--- config.mk ---
export PLATFORM = sky130hd
export DESIGN_NAME = transmitter_i2s
export DESIGN_NICKNAME = d
export VERILOG_FILES = /design/src/rtl/transmitter_i2s.sv
export SDC_FILE = /design/constraint.sdc
export NUM_CORES = 1
export LEC_CHECK = 0
export BUFFER_PORTS_ARGS = -buffer_cell sky130_fd_sc_hd__buf_4
export CAP_MARGIN = 15
export CORE_MARGIN = 2
export CORE_UTILIZATION = 45
export CTS_CLUSTER_DIAMETER = 30
export DETAILED_ROUTE_END_ITERATION = 8
export PLACE_DENSITY = 0.68
export SYNTH_ARGS = -nofsm -noshare
export SYNTH_HDL_FRONTEND = slang
export SYNTH_SLANG_ARGS = --single-unit
export TNS_END_PERCENT = 1
--- constraint.sdc ---
create_clock -name clk -period 3 [get_ports clk]
set_clock_uncertainty 0.05 [all_clocks]
set_input_delay 0.6 -clock clk [delete_from_list [all_inputs] [get_ports clk]]
set_output_delay 0.6 -clock clk [all_outputs]
set_load 0.01 [all_outputs]
--- src/rtl/transmitter_i2s.sv ---
// I2S master transmitter: stereo PCM pairs in, MSB-first serial out.
// Build option: TRANSMITTER_I2S_REPEAT_EN resends the last pair on underrun.
module transmitter_i2s #(
  parameter int DATA_SIZE = 16,
  parameter int CLK_DIV   = 4
) (
  input  logic                 clk,
  input  logic                 rst,
  input  logic                 en,
  input  logic [DATA_SIZE-1:0] left_data,
  input  logic [DATA_SIZE-1:0] right_data,
  input  logic                 in_valid,
  output logic                 in_ready,
  output logic                 i2s_sck,
  output logic                 i2s_ws,
  output logic                 i2s_sd,
  output logic                 underrun
);

  localparam int FW = 2 * DATA_SIZE;
  localparam int BW = $clog2(FW);
  localparam int DW = (CLK_DIV > 1) ? $clog2(CLK_DIV) : 1;

  localparam logic [DW-1:0] DIV_MAX = DW'(CLK_DIV - 1);
  localparam logic [BW-1:0] B_MAX   = BW'(FW - 1);
  localparam logic [BW-1:0] WS_LO   = BW'(DATA_SIZE - 1);
  localparam logic [BW-1:0] WS_HI   = BW'(FW - 2);

  logic          full;
  logic [FW-1:0] hold;
  logic [FW-1:0] shreg;
  logic [FW-1:0] fill;
  logic [FW-1:0] frame;
  logic          run;
  logic [DW-1:0] div_cnt;
  logic [BW-1:0] b;

  logic div_wrap;
  logic start_ev;
  logic fall_ev;
  logic shift_ev;
  logic frame_start;
  logic load_ev;
  logic starve;

  assign in_ready = !full;

`ifdef TRANSMITTER_I2S_REPEAT_EN
  logic [FW-1:0] last;

  // remember the most recently transmitted pair for repeat-on-underrun
  always_ff @(posedge clk or posedge rst) begin
    if (rst) begin
      last <= '0;
    end else if (load_ev) begin
      last <= hold;
    end
  end

  assign fill = last;
`else
  assign fill = '0;
`endif

  // shift/frame event decode
  always_comb begin
    div_wrap    = (div_cnt == DIV_MAX);
    start_ev    = en && !run;
    fall_ev     = en && run && div_wrap && i2s_sck;
    shift_ev    = start_ev || fall_ev;
    frame_start = shift_ev && (b == '0);
    load_ev     = frame_start && full;
    starve      = frame_start && !full;
    frame       = full ? hold : fill;
  end

  // one-deep holding register; a frame load empties it
  always_ff @(posedge clk or posedge rst) begin
    if (rst) begin
      full <= 1'b0;
      hold <= '0;
    end else if (in_valid && !full) begin
      full <= 1'b1;
      hold <= {left_data, right_data};
    end else if (load_ev) begin
      full <= 1'b0;
    end
  end

  // SCK divider; run marks that the start event has happened
  always_ff @(posedge clk or posedge rst) begin
    if (rst) begin
      div_cnt <= '0;
      i2s_sck <= 1'b0;
      run     <= 1'b0;
    end else if (!en) begin
      div_cnt <= '0;
      i2s_sck <= 1'b0;
      run     <= 1'b0;
    end else begin
      run <= 1'b1;
      if (div_wrap) begin
        div_cnt <= '0;
        i2s_sck <= ~i2s_sck;
      end else begin
        div_cnt <= div_cnt + 1'b1;
      end
    end
  end

  // bit counter, shifter and registered WS/SD/underrun
  always_ff @(posedge clk or posedge rst) begin
    if (rst) begin
      b        <= '0;
      shreg    <= '0;
      i2s_ws   <= 1'b0;
      i2s_sd   <= 1'b0;
      underrun <= 1'b0;
    end else if (!en) begin
      b        <= '0;
      i2s_ws   <= 1'b0;
      i2s_sd   <= 1'b0;
      underrun <= 1'b0;
    end else begin
      underrun <= starve;
      if (shift_ev) begin
        b      <= (b == B_MAX) ? '0 : b + 1'b1;
        i2s_ws <= (b >= WS_LO) && (b <= WS_HI);
        if (frame_start) begin
          i2s_sd <= frame[FW-1];
          shreg  <= {frame[FW-2:0], 1'b0};
        end else begin
          i2s_sd <= shreg[FW-1];
          shreg  <= {shreg[FW-2:0], 1'b0};
        end
      end
    end
  end

endmodule

== Yosys cells after proc, flatten, opt, wreduce, memory -nomap -nowiden ==
Cells that the tools add are included.

* Flip-flop bits (word level): 77
* Output and inout port bits: 5
* Word-level logic and storage cells: 52

* $add $sub $neg: 2
* $lt $le $gt $ge: 2
* Equality and inequality tests: 4
* Mux-type cells: 18
* Bitwise logic cells: 1
* Reductions and logical operators: 15

{| class="wikitable"
|+ Operator list
! operator !! count
|-
| 32-bit two-way mux || 2
|-
| 5-bit two-way mux || 3
|-
| 1-bit two-way mux || 11
|-
| 1-bit logical AND || 9
|-
| 5-bit by 1-bit adder with 5-bit output (second input constant) || 1
|-
| 5-bit == test (second input constant) || 1
|-
| 5-bit by 4-bit >= comparator with 1-bit output (second input constant) || 1
|-
| 5-bit <= comparator (second input constant) || 1
|-
| 5-bit zero test || 1
|-
| 2-bit two-way mux || 2
|-
| 2-bit by 1-bit != test with 1-bit output (second input constant) || 2
|-
| 2-bit by 1-bit adder with 2-bit output (second input constant) || 1
|-
| 2-bit == test (second input constant) || 1
|-
| 1-bit zero test || 2
|-
| 2-bit AND reduction || 1
|-
| 2-bit nonzero test || 1
|-
| 1-bit logical OR || 1
|-
| 1-bit inverter || 1
|}

== Longest topological paths before layout ==
* Word-level depth: 8
* Mapped depth: 7

== Worst setup path before layout ==
OpenSTA, ideal clock, no wires.

* Kind: flip-flop to flip-flop
* Start point: reg b[1]
* End point: reg b[2]
* Library setup time: 0.078 ns
* Arrival time: 1.805 ns
* Slack: 1.068 ns
* Stages on the path, launching flop included: 6
* Path buffers: 0
* Clock period less this slack: 1.932 ns
* Path through: dfrtp_1 -> ha_1 -> and3_1 -> ha_1 -> or4b_2 -> a21boi_1

* Cells in the longest elaborated chain, start to end: 4

{| class="wikitable"
|+ RTL lines
! element !! RTL line !! RTL
|-
| start: declaration || 36 || <nowiki>logic [BW-1:0] b;</nowiki>
|-
| start signal: assignment || 127 || <nowiki>b <= (b == B_MAX) ? '0 : b + 1'b1;</nowiki>
|-
| 5-bit by 1-bit adder with 5-bit output / 5-bit == test (equally long branches) || 127 ||
|-
| 5-bit two-way mux * || 127 ||
|-
| 5-bit two-way mux * || 126 || <nowiki>if (shift_ev) begin</nowiki>
|-
| 5-bit two-way mux * || 119 || <nowiki>end else if (!en) begin</nowiki>
|}

Every way passes the cells marked *; elsewhere a longest branch is shown, timed or not. The select of a mux whose other input is x is not followed.
A chain may end at the register's enable or synchronous reset.

== Worst setup path in the final report ==
* Start point: reg b[0]
* End point: reg shreg[15]

* Cells in the longest elaborated chain, start to end: 3

{| class="wikitable"
|+ RTL lines
! element !! RTL line !! RTL
|-
| 5-bit zero test || 71 || <nowiki>frame_start = shift_ev && (b == '0);</nowiki>
|-
| 1-bit logical AND || 71 ||
|-
| 32-bit two-way mux || 129 || <nowiki>if (frame_start) begin</nowiki>
|-
| end signal: assignment || 131 || <nowiki>shreg <= {frame[FW-2:0], 1'b0};</nowiki>
|-
| end signal: assignment || 134 || <nowiki>shreg <= {shreg[FW-2:0], 1'b0};</nowiki>
|-
| end: declaration || 31 || <nowiki>logic [FW-1:0] shreg;</nowiki>
|}

No other way between the ends.

==> key figures <==
Placed design
  – Worst slack at placement: 0.798 ns
  – Post-DP HPWL: 4.23 mm
  – GPL Wtd Cong: 0.856
  – PortBufs: 40

Synth
  – Net count after synthesis: 353
  – Syn Area/Cell: 10.9 um2
  – Top_reg_cell synth: dfrtp_1
  – Synth Cell Area: 3400 um2
  – Synth top cells by count: 76 x dfrtp_1, 35 x nand2_1, 33 x a31oi_1, 33 x nand3_1, 31 x mux2_2
  – Ys async rst share: 100%
  – Syn Inst Count: 311
  – Top post-synthesis cells by area: dfrtp_1 56%, mux2_2 10%, a31oi_1 6.1%, nand3_1 4.9%, a21oi_1 4.4%
  – Most frequent cell after synthesis: dfrtp_1
  – Post-synthesis register bit count: 76
  – Post-synth top area share: 55.9%
  – Area leader, netlist: dfrtp_1
  – Yosys Warn Count: 0
  – Seq/Total Area, Yosys: 55.9%
  – Synth cell types: 35
  – Number of synthesized flops with an enable pin: 0

STA
  – Max Fclk: 0.453 GHz
  – Max_slew headroom: 28.2%
  – Setup-failing EPs final: 0
  – Final min period: 2.21 ns
  – Setup ws final: 0.793 ns
  – RSZ-0062 raised after global routing: no
  – Final slew viol count: 0
  – Worst-margin pin slew: 1.08 ns
  – Fin crit share: 73.6%
  – Fin. Hold Viols: 0
  – Setup total negative slack: 0 ns

Detailed routing
  – Avg Vias per Cell: 5.51
  – DRT Pass-1 Iters: 5
  – Detailed-route wire length: 6.64 mm
  – DRC: 0
  – Final ANT Viol Nets: 0
  – Initial drt markers: 106
  – Vias: 2,458
  – Drt wl/cell: 14.9 um

Worst setup path
  – Worst-path maximum fanout: 32
  – CP Buf/Inv Count: 1
  – Crit path from: b[0]
  – Crit path max-delay family: simple AND/OR/NAND/NOR gates
  – CP required: 3.17 ns
  – Critical path type: flop to flop
  – Crit-path cells: inv_1 > ha_1 > or4b_1 > nand2_1 > a31oi_1
  – Crit path DAT: 2.37 ns
  – Nature of the critical path endpoint: flop
  – CP startpoint kind: flop
  – Slowest-stage cell, CP: or4b_1
  – CP max stage delay: 0.92 ns
  – Worst r2r src: b[0]

Clocking
  – Worst-skew pair later-pin latency: 0.35 ns
  – CTS clk-pin slew, worst paths: 0.08 ns
  – Clock Sinks: 76
  – Clk buf depth: 2
  – Post-CTS Hold Fix Bufs: 0
  – Cts repair resizes: 0
  – Postcts setup bufs: 0
  – # H-tree levels: 3
  – TritonCTS clock tree: built
  – CTS Buf Count: 9
  – Root buffer cell: clkbuf_8

Floorplanning
  – Chip Height: 91.0 um
  – Core footprint: 7290 um2
  – Die width: 91.0 um
  – Die footprint: 8270 um2
  – # IOs: 41
  – Initial core utilization: 46.7%
  – FP Rows: 31

Pwr
  – Overall Power: 0.00275 W
  – Cell Pwr Density: 698 nW/um2
  – Leak: 1.74 nW
  – Worst vdd ir: 0.377 mV

Hold path
  – Hold WC Path Type: input pin to async pin

Status
  – Status: completed

Finish
  – NumNets Final: 385
  – Ant diodes: 0
  – Fin util: 53.9%
  – Synth-to-layout area growth: 15.6%
  – Share of cells above drive strength 1: 28.2%

Global routing
  – Gr usage total: 17.1%
  – Largest net degree at the start of global routing: 43
  – First-pass GRT wire length: 11.4 mm
  – Initial antenna violation count: 0
  – Gr ovfl total: 0
  – Vias in the first global route: 2,380

Run
  – Max Cap Violations: 0
[worst register-to-register path, stage by stage, from the launching register on]
cell and delay (ns):
dfrtp_1 0.44, inv_1 0.13, ha_1 0.17, or4b_1 0.92, nand2_1 0.26, a31oi_1 0.11
[placed cells by master, fill, tap and decap left out, drive strengths merged, types with 2 or more instances in the layout]
master  netlist  final
a21boi        4      4
a21oi        30     30
a31oi        33     33
and2          3      3
and3          3      3
buf          16     48
clkbuf       11     13
clkinv        0      2
dfrtp        76     76
ha            6      6
inv           5      5
mux2         33     33
nand2        35     35
nand3        33     33
nor2          4      4
nor3          3      3
o21ai         3      3
or4b          2      2
[layer usage]
| metal | part of all wire [%] | vias up | global-route usage [%] |
|---|---|---|---|
| li1 | - | 1176 | - |
| met1 | 48 | 1211 | 25.1 |
| met2 | 45 | 61 | 25.0 |
| met3 | 5.2 | 10 | 3.90 |
| met4 | 1.5 | 0 | 5.68 |
| met5 | 0 | - | 0 |
[sequential cells by signal (all words and copies together), names as in the netlist]
signal	cells
b	5
div_cnt	2
full	1
hold	32
i2s_sck	1
i2s_sd	1
i2s_ws	1
run	1
shreg	31
underrun	1
[path summary, 6_finish.rpt]
| path | end | slack (ns) | cells past startpoint |
|---|---|---|---|
| min in group clk | div_cnt[0] | 0.40 | 1 |
| max in group asynchronous | hold[19] | 1.87 | 3 |
| worst min register to register | div_cnt[0] | 0.40 | 1 |
| worst max register to register | shreg[15] | 0.79 | 5 |
| worst max-delay path | shreg[15] | 0.79 | 5 |
| worst min-delay path | b[3] | 0.35 | 2 |
[power breakdown]
| group | internal (W) | leakage (nW) | switching (W) |
|---|---|---|---|
| Combinational | 0.000307 | 0.757 | 0.000261 |
| Clock | 0.000339 | 0.0893 | 0.000351 |
| Sequential | 0.00131 | 0.894 | 0.000174 |
| Total | 0.00196 | 1.74 | 0.000786 |
[kinds of logic (layout without fill, tap and decap cells)]
family,Yosys count,in the layout,share of synthesized area (%)
adders and majority gates,6,6,2.21
AOI/OAI and AO/OA,73,73,12.7
DFF,76,76,55.9
muxes,33,33,10.9
xor gates and xnor gates,1,1,0.257
buffers and inverters,32,68,4.63
and+or+nand+nor,90,90,13.4
[stage by stage]
step	instance area, um2	hold slack (ns)	cells
final	3930	0.354	446
after global routing	3930	0.413	446
after CTS	3930	0.378	446
after detailed placement	3760	0.397	431
after global placement	3760	0.375	431
after floorplan	3400	0.364	311
[layout make-up]
class / count / area (um2)
inverter: 5 / 18.8
sequential: 76 / 1900
tap: 99 / 124
clock inverter: 2 / 10.0
clock buffer: 13 / 159
timing repair buffer: 48 / 373
fill: 691 / 3360
multi-input combinational: 203 / 1350
(Power assumes the default switching activity.)
